--- config.mk ---
export PLATFORM = sky130hd
export DESIGN_NAME = axi_rd_arbiter
export DESIGN_NICKNAME = d
export VERILOG_FILES = /design/src/rtl/axi_rd_arbiter.sv
export SDC_FILE = /design/constraint.sdc
export NUM_CORES = 1
export LEC_CHECK = 0
export CAP_MARGIN = 0
export CORE_AREA = 2 2 155 157
export DETAILED_ROUTE_END_ITERATION = 8
export DIE_AREA = 0 0 157 159
export PLACE_DENSITY_LB_ADDON = 0.15
export SYNTH_ARGS = -nofsm -noshare
export SYNTH_HDL_FRONTEND = slang
export SYNTH_SLANG_ARGS = --single-unit
--- constraint.sdc ---
create_clock -name clk -period 1.4 [get_ports clk]
set_input_delay 0.14 -clock clk [delete_from_list [all_inputs] [get_ports clk]]
set_output_delay 0.14 -clock clk [all_outputs]
set_load 0.02 [all_outputs]
--- src/rtl/axi_rd_arbiter.sv ---
// Two-master (IFU/LSU) single-outstanding AXI read arbiter in front of one SRAM port.
// Define ARB_ROUND_ROBIN_EN for round-robin tie breaking; default build gives ties to LSU.
module axi_rd_arbiter #(
  parameter int ADDR_W = 64,
  parameter int DATA_W = 64
) (
  input  logic              clk,
  input  logic              rst_n,
  input  logic [ADDR_W-1:0] ifu_AR_ADDR,
  input  logic              ifu_AR_VALID,
  output logic              ifu_AR_READY,
  output logic [DATA_W-1:0] ifu_R_DATA,
  output logic              ifu_R_VALID,
  input  logic              ifu_R_READY,
  input  logic [ADDR_W-1:0] lsu_AR_ADDR,
  input  logic              lsu_AR_VALID,
  output logic              lsu_AR_READY,
  output logic [DATA_W-1:0] lsu_R_DATA,
  output logic              lsu_R_VALID,
  input  logic              lsu_R_READY,
  output logic [ADDR_W-1:0] axi_AR_ADDR,
  output logic              axi_AR_VALID,
  input  logic              axi_AR_READY,
  input  logic [DATA_W-1:0] axi_R_DATA,
  input  logic              axi_R_VALID,
  output logic              axi_R_READY
);

  typedef enum logic [1:0] {IDLE, ADDR, DATA} state_t;

  state_t            state, state_next;
  logic              grant_lsu, grant_lsu_next;
  logic [ADDR_W-1:0] ar_addr, ar_addr_next;
  logic              ar_valid, ar_valid_next;
  logic              any_req;
  logic              pick_lsu;
  logic              r_fire;

  assign any_req = ifu_AR_VALID | lsu_AR_VALID;

`ifdef ARB_ROUND_ROBIN_EN
  // last_lsu starts at 1 so the very first tie goes to IFU
  logic last_lsu;

  always_ff @(posedge clk or negedge rst_n) begin
    if (!rst_n)
      last_lsu <= 1'b1;
    else if (state == IDLE && any_req)
      last_lsu <= pick_lsu;
  end

  assign pick_lsu = lsu_AR_VALID & (~ifu_AR_VALID | ~last_lsu);
`else
  assign pick_lsu = lsu_AR_VALID;
`endif

  always_ff @(posedge clk or negedge rst_n) begin
    if (!rst_n) begin
      state     <= IDLE;
      grant_lsu <= 1'b0;
      ar_addr   <= '0;
      ar_valid  <= 1'b0;
    end else begin
      state     <= state_next;
      grant_lsu <= grant_lsu_next;
      ar_addr   <= ar_addr_next;
      ar_valid  <= ar_valid_next;
    end
  end

  assign axi_AR_ADDR  = ar_addr;
  assign axi_AR_VALID = ar_valid;
  assign ifu_R_DATA   = axi_R_DATA;
  assign lsu_R_DATA   = axi_R_DATA;

  // Master-facing handshakes are gated by state, so reset forces them low at once
  always_comb begin
    ifu_AR_READY   = 1'b0;
    lsu_AR_READY   = 1'b0;
    ifu_R_VALID    = 1'b0;
    lsu_R_VALID    = 1'b0;
    axi_R_READY    = 1'b0;
    r_fire         = 1'b0;
    state_next     = state;
    grant_lsu_next = grant_lsu;
    ar_addr_next   = ar_addr;
    ar_valid_next  = ar_valid;

    case (state)
      IDLE: begin
        if (any_req) begin
          grant_lsu_next = pick_lsu;
          ar_addr_next   = pick_lsu ? lsu_AR_ADDR : ifu_AR_ADDR;
          ar_valid_next  = 1'b1;
          state_next     = ADDR;
        end
      end
      ADDR: begin
        ifu_AR_READY = axi_AR_READY & ~grant_lsu;
        lsu_AR_READY = axi_AR_READY &  grant_lsu;
        if (axi_AR_READY) begin
          ar_valid_next = 1'b0;
          state_next    = DATA;
        end
      end
      DATA: begin
        ifu_R_VALID = axi_R_VALID & ~grant_lsu;
        lsu_R_VALID = axi_R_VALID &  grant_lsu;
        axi_R_READY = grant_lsu ? lsu_R_READY : ifu_R_READY;
        r_fire      = axi_R_VALID & axi_R_READY;
        if (r_fire)
          state_next = IDLE;
      end
      default: state_next = IDLE;
    endcase
  end

endmodule

# Word-level counts from Yosys, hierarchy flattened
# Cells that the tools add are included.
# totals
reg_bits,68
word_cells,35
# classes
n_eq_ne,5
n_mux,14
bitwise_logic,7
n_reduce_logical,5
# ops
cell,n
$mux W64,1
$mux W1,8
$mux W2,3
$ne A2 B2 Y1 const B,3
$pmux W2 S3,1
$reduce_and A3 Y1,2
$and A1 B1 Y1,5
$eq A2 B1 Y1 const B,1
$eq A2 B2 Y1 const B,1
$logic_not A2 Y1,1
$pmux W1 S2,1
$reduce_and A2 Y1,1
$reduce_bool A2 Y1,1
$not A1 Y1,1
$or A1 B1 Y1,1

# Longest topological paths before layout
# Gate-level depths: netlist of run 1.
# logic_depth
depth_word,4
ltp_mapped,5
depth_no_buf,3

# Worst setup path before layout of run 1
# Ideal clock, no wire load.
# synth_timing
path_type,register to register
startpoint,register state[0]
endpoint,register ar_addr[0] (netlist: axi_AR_ADDR[0])
t_arrival_ps,1280
required_time_ps,1275
slack_ps,-5
stages_incl_launch_ff,6
path_buffers,2
path_cell_list,dfrtp_1 -> nor2_2 -> o21a_2 -> buf_12 -> buf_12 -> mux2_4
# synth_between
elab_chain_len,2
# synth_lines
element,line_no,source
start: declaration,31,"state_t state, state_next;"
start signal: assignment,64,state <= state_next;
$logic_not A2 Y1,89,case (state)
$reduce_and A2 Y1 (no source line),-,
end signal: assignment,66,ar_addr <= ar_addr_next;
end: declaration,33,"logic [ADDR_W-1:0] ar_addr, ar_addr_next;"
# No other way between the ends.
# A chain may end at the register's enable or synchronous reset.

# Final worst setup path of run 1
# layout_timing
startpoint,register state[0]
endpoint,register ar_addr[38] (netlist: axi_AR_ADDR[38])
# The elaborated chain is that of the path after synthesis.

==> impl_metrics.env, run 1 <==
export IMPL_cp_data_required_time_ns=1.61
export IMPL_setup_viol=66
export IMPL_core_sq_um=23200
export IMPL_synth_warnings=0
export IMPL_antenna_cells=0
export IMPL_overflow=0
export IMPL_first_pass_iters=4
export IMPL_arrival_ns=1.74
export IMPL_cp_max_fo=33
export IMPL_netlist_instances=359
export IMPL_cts_clk_slew_worst_paths_ns=0.06
export IMPL_fin_ws_ns=-0.123
export IMPL_p_leak_nw=2.87
export IMPL_port_buffers=205
export IMPL_cts_tree="built"
export IMPL_ys_ff_latch=68
export IMPL_maxCapViolations=0
export IMPL_ys_types=22
export IMPL_syn_area_per_cell_sq_um=13.5
export IMPL_die_y_um=159
export IMPL_slew_headroom_pct=80.3
export IMPL_layout_drive_gt1_share_pct=36.9
export IMPL_grt_use_total_pct=8.74
export IMPL_min_period_ns=1.52
export IMPL_fp_dieW_um=157
export IMPL_die_area_sq_um=25000
export IMPL_slew_viol_final=0
export IMPL_start_util_pct=20.8
export IMPL_globalplace_congestion=0.697
export IMPL_clock_sinks=68
export IMPL_syn_nets=559
export IMPL_worstMarginPinSlew_ns=0.296
export IMPL_worstReg2RegEnd="axi_AR_ADDR[38]$_DFFE_PN0P_"
export IMPL_area_growth_pct=33.6
export IMPL_pre_cts_ws_ns=-0.205
export IMPL_antenna_found_initial=0
export IMPL_grt_pass1_vias=3128
export IMPL_viasPerCell=3.53
export IMPL_setup_worst_path_start_class="flip-flop"
export IMPL_violations="negative setup slack"
export IMPL_dp_hpwl_um=8390
export IMPL_ant_nets=0
export IMPL_rsz0062_at_grt="true"
export IMPL_r2r_start="state[0]$_DFFE_PN0P_"
export IMPL_io_pin_count=398
export IMPL_tns_ns=-4.31
export IMPL_cp_end_kind="flip-flop"
export IMPL_worst_r2r_path_depth=4
export IMPL_drc=0
export IMPL_numCtsBuffers=9
export IMPL_insertion_delay_ns=0.33
export IMPL_hold_path_class="in2async"
export IMPL_final_nets=648
export IMPL_r2r_slack_ns=-0.12
export IMPL_avgRoutedWirePerCell_um=14.3
export IMPL_report_final_hold_viol_count=0
export IMPL_clock_fmax_ghz=0.657
export IMPL_fin_skew_ns=0.00463
export IMPL_ys_seq_area_share_pct=35.2
export IMPL_status="finished, violations left"
export IMPL_drt_initial_drc_count=53
export IMPL_critical_path_class="reg2reg"
export IMPL_clockRootBuffer="clkbuf_16"
export IMPL_clk_path_buf_depth=2
export IMPL_grt_pass1_wl_um=17000
export IMPL_grt_max_degree=38
export IMPL_wl_um=11000
export IMPL_vdd_drop_max_mv=0.662
export IMPL_syn_area_sq_um=4830
export IMPL_period_share_pct=109
export IMPL_row_count=56
export IMPL_p_per_area_nw_per_um2=1840
export IMPL_vias=2720
export IMPL_htreeDepth=3
## routing by layer
metal | share of wire, % | global-route usage, % | vias up
li1 | - | - | 1262
met1 | 39 | 9.44 | 1285
met2 | 51 | 15.2 | 143
met3 | 8.9 | 3.54 | 30
met4 | 1.6 | 3.42 | 0
met5 | 0 | 0 | -
## synth_stat cells
library cell	count	area, sq um
buf_4	128	961
buf_2	2	10.0
buf_6	1	11.3
nor2_2	1	6.26
buf_12	10	200
and3_1	2	12.5
or2b_1	1	7.51
o21a_2	1	8.76
nand2b_1	1	6.26
a22o_1	1	8.76
dfrtp_1	68	1700
nor2b_1	1	6.26
nor2_1	3	11.3
nand3b_1	1	7.51
o21ai_0	3	15.0
nand2_1	3	11.3
and2b_1	1	7.51
mux2i_1	1	10.0
mux2_4	98	1470
buf_8	1	15.0
mux2_2	30	338
inv_1	1	3.75
## stage by stage
step / instance area [sq um] / util, % / hold WS (ns) / power (mW) / instances
after floorplan: 4830 / - / -0.156 / 8.36 / 359
after global placement: 6240 / 26.9 / -0.00743 / 10.6 / 753
after detailed placement: 6240 / 26.9 / -0.00701 / 10.6 / 753
after CTS: 6430 / 27.7 / 0.188 / 12.1 / 770
after global routing: 6450 / 27.8 / 0.219 / 12.6 / 771
final: 6450 / 27.8 / 0.220 / 11.9 / 771
## cells in the final DEF (no fill, tap or decap), types with 2 or more instances in the layout
cell	count
clkdlybuf4s50_1	133
dfrtp_1	68
o21ai_0	3
and3_4	2
mux2_4	98
clkbuf_16	9
buf_12	4
buf_6	2
clkinvlp_4	2
dlygate4sd2_1	65
clkinv_2	3
mux2_2	30
nand2_1	3
buf_4	14
nor2_1	3
## where the power goes
part | internal [mW] | switching, mW | leakage, nW
Combinational | 3.45 | 2.85 | 1.96
Clock | 1.18 | 0.856 | 0.124
Sequential | 2.99 | 0.539 | 0.795
Total | 7.62 | 4.24 | 2.87
## cell type report
type,count,area (sq um)
clock buffers,10,229
clock inverters,5,30.0
fillers,2394,16700
inverters,1,3.75
multi-input cells,148,1940
flip-flops and latches,68,1700
well taps,319,399
repair buffers,220,2150
## flip-flops by register name (all words and copies together) (netlist names)
name,count
axi_AR_ADDR,64
axi_AR_VALID,1
state,2
grant_lsu,1
## worst max-delay path, stage by stage (launching register included)
cell and delay (ns):
dfrtp_1 0.42, nor2_2 0.16, o21a_4 0.18, buf_16 0.23, mux2_2 0.37
## cell families (layout without fill, tap and decap cells)
group	after synthesis	after routing	synth area share [%]
AOI/OAI and AO/OA	5	5	0.673
buffers and inverters	143	236	24.9
DFF	68	68	35.2
muxes	129	129	37.7
and+or+nand+nor	14	14	1.58
## what timing repair did
action                                  CTS  global route
endpoints found under the setup margin  134            69
resized for setup                        92             3
setup buffers                             1             1
hold buffers                              1             0
endpoints found under the hold margin    68             0
cloned                                    0             0
pin swaps                                 0             3
## how the worst max path moves through the flow
stage / cells past startpoint / startpoint / slack (ns) / end
detailed placement: 4 / axi_AR_READY / -0.21 / ifu_AR_READY
finish: 4 / state[0]$_DFFE_PN0P_ / -0.12 / axi_AR_ADDR[38]$_DFFE_PN0P_
CTS: 4 / state[0]$_DFFE_PN0P_ / -0.13 / axi_AR_ADDR[37]$_DFFE_PN0P_
floorplan: 5 / state[0]$_DFFE_PN0P_ / -0.005 / axi_AR_ADDR[0]$_DFFE_PN0P_
global placement: 4 / axi_AR_READY / -0.21 / ifu_AR_READY
global route: 4 / state[0]$_DFFE_PN0P_ / -0.20 / axi_AR_ADDR[37]$_DFFE_PN0P_
Note: power is estimated with default switching activity, not from simulation.
==> run 2, diff against run 1 <==
--- a/config.mk
+++ b/config.mk
@@ -9,6 +9,7 @@
 export CORE_AREA = 2 2 155 157
 export DETAILED_ROUTE_END_ITERATION = 8
 export DIE_AREA = 0 0 157 159
+export GPL_ROUTABILITY_DRIVEN = 0
 export PLACE_DENSITY_LB_ADDON = 0.15
 export SYNTH_ARGS = -nofsm -noshare
 export SYNTH_HDL_FRONTEND = slang
==> constraint.sdc (replaced) <==
create_clock -name clk -period 1.8 [get_ports clk]
set_input_delay 0.36 -clock clk [delete_from_list [all_inputs] [get_ports clk]]
set_output_delay 0.36 -clock clk [all_outputs]
set_load 0.02 [all_outputs]
==> run 2 against run 1 <==
Against the previous run: first-iteration DRC count increased by 9.4%; count of clock-buffer cells in the layout rose by 2; power shrank 15%; the run now ends clean; sequential share of layout area decreased by 0.29 points; setup slack improved by 0.19 ns; routed wire length is 2.4% higher; largest power group unchanged.
==> impl_metrics.env, run 2 (synthesis gave the netlist of run 1 again) <==
export IMPL_min_period_ns=1.74
export IMPL_path_buf_inv=1
export IMPL_drc=0
export IMPL_fin_ws_ns=0.0641
export IMPL_slew_viol_final=0
export IMPL_drt_initial_drc_count=58
export IMPL_final_common_cell="clkdlybuf4s50_1"
export IMPL_cp_end_kind="primary output"
export IMPL_worstMarginPinSlew_ns=0.386
export IMPL_timing_hold_ws_ns=0.0356
export IMPL_setup_viol=0
export IMPL_dp_hpwl_um=8200
export IMPL_critPathSlowestCell="dfrtp_1"
export IMPL_avgRoutedWirePerCell_um=14.7
export IMPL_grt_pass1_vias=3130
export IMPL_insertion_delay_ns=0.33
export IMPL_first_pass_iters=4
export IMPL_pre_cts_ws_ns=-0.275
export IMPL_max_stage_delay_ns=0.41
export IMPL_viasPerCell=3.59
export IMPL_cts_clk_slew_worst_paths_ns=0.06
export IMPL_crit_path_cell_trace="and2b_1, and3_1, clkdlybuf4s15_2"
export IMPL_maxCapViolations=0
export IMPL_ant_nets=0
export IMPL_hold_buffers=0
export IMPL_htreeDepth=3
export IMPL_cp_data_required_time_ns=1.44
export IMPL_postLayoutCellArea_sq_um=6530
export IMPL_row_count=56
export IMPL_vias=2755
export IMPL_critical_path_class="reg2out"
export IMPL_io_pin_count=398
export IMPL_die_area_sq_um=25000
export IMPL_grt_use_total_pct=8.84
export IMPL_largest_register_ffs=64
export IMPL_use_met1_pct=9.34
export IMPL_grtUsageMet3_pct=3.89
export IMPL_setup_worst_path_start_class="flip-flop"
export IMPL_grt_pass1_wl_um=17100
export IMPL_antenna_found_initial=0
export IMPL_postPlaceCellArea_sq_um=6200
export IMPL_fin_skew_ns=0.00432
export IMPL_vdd_drop_max_mv=0.616
export IMPL_report_final_hold_viol_count=0
export IMPL_grt_busiest_layer="met2"
export IMPL_antenna_cells=0
export IMPL_final_cell_mix="clkdlybuf4s50_1 (198), mux2_4 (98), dfrtp_1 (67), mux2_2 (30), clkbuf_16 (9)"
export IMPL_arrival_ns=1.38
export IMPL_wl_um=11300
export IMPL_clockRootBuffer="clkbuf_16"
export IMPL_tns_ns=0
export IMPL_die_y_um=159
export IMPL_dp_cells=748
export IMPL_hold_path_class="in2async"
export IMPL_layout_drive_gt1_share_pct=36.2
export IMPL_final_nets=643
export IMPL_period_share_pct=96.4
export IMPL_total_power_mw=10.1
export IMPL_clock_sinks=68
export IMPL_area_growth_pct=35.2
export IMPL_status="finished clean"
export IMPL_numCtsBuffers=9
export IMPL_gr_usage_met2_pct=15.0
export IMPL_final_cells=767
export IMPL_cp_top_family="flip-flops"
export IMPL_clock_fmax_ghz=0.576
export IMPL_grt_max_degree=69
export IMPL_overflow=0
export IMPL_utilization_pct=28.2
export IMPL_port_buffers=205
export IMPL_cp_max_fo=4
export IMPL_clk_path_buf_depth=2
export IMPL_p_per_area_nw_per_um2=1540
export IMPL_p_leak_nw=2.78
export IMPL_start_util_pct=20.8
export IMPL_fp_dieW_um=157
export IMPL_core_sq_um=23200
export IMPL_cts_tree="built"
export IMPL_slew_headroom_pct=74.3
[run 2: changes by cell type in the layout (fill, tap and decap cells not counted), moves of 2 or more]
cell / change
dlygate4sd2_1: -65
clkinv_2: -2
clkdlybuf4s50_1: +65
buf_2: +3
bufinv_16: +2
and3_1: +2
buf_6: -2
and3_4: -2
clkdlybuf4s15_2: +2
buf_4: -7
[run 2: cell type report]
class	instances	area [sq um]
clock buffers	12	246
clock inverters	4	72.6
fillers	2376	16700
inverters	1	3.75
multi-input cells	148	1930
flip-flops and latches	68	1700
well taps	319	399
repair buffers	215	2170
[run 2: where the power goes]
part | internal [mW] | switching (mW)
sequential | 2.33 | 0.444
clock | 1.25 | 0.680
combinational | 3.17 | 2.22
total | 6.75 | 3.34
[run 2: worst reg2reg max path: cells and delay by family (launching register included)]
kind | cells | cell delay (ns)
AO/OA/AOI/OAI | 1 | 0.19
AND/OR/NAND/NOR | 1 | 0.17
multiplexers | 1 | 0.39
buffers and inverters | 2 | 0.40
flip-flops | 1 | 0.41
[run 2: path summary, 6_finish.rpt]
check / from / to / slack (ns) / cells after the start
max: state[0]$_DFFE_PN0P_ / lsu_R_VALID / 0.06 / 3
min: rst_n / axi_AR_ADDR[62]$_DFFE_PN0P_ / 0.04 / 2
max reg2reg: state[0]$_DFFE_PN0P_ / axi_AR_ADDR[38]$_DFFE_PN0P_ / 0.13 / 5
min reg2reg: axi_AR_ADDR[6]$_DFFE_PN0P_ / axi_AR_ADDR[6]$_DFFE_PN0P_ / 0.50 / 1
max in group asynchronous: rst_n / state[1]$_DFFE_PN0P_ / 1.44 / 2
min in group clk: lsu_AR_VALID / grant_lsu$_DFFE_PN0P_ / 0.33 / 2
[run 2: timing repair]
action / 4_1_cts / 5_1_grt
endpoints found under the setup margin: 5 / 5
gates resized for setup: 15 / 4
gates cloned: 0 / 0
pin swaps: 0 / 1
setup buffers: 0 / 3
[run 2: routing by layer]
layer / up-vias / share of wire, %
met1: 1313 / 38
met2: 149 / 48
met4: 0 / 2.8
met3: 43 / 11
met5: - / 0
li1: 1250 / -
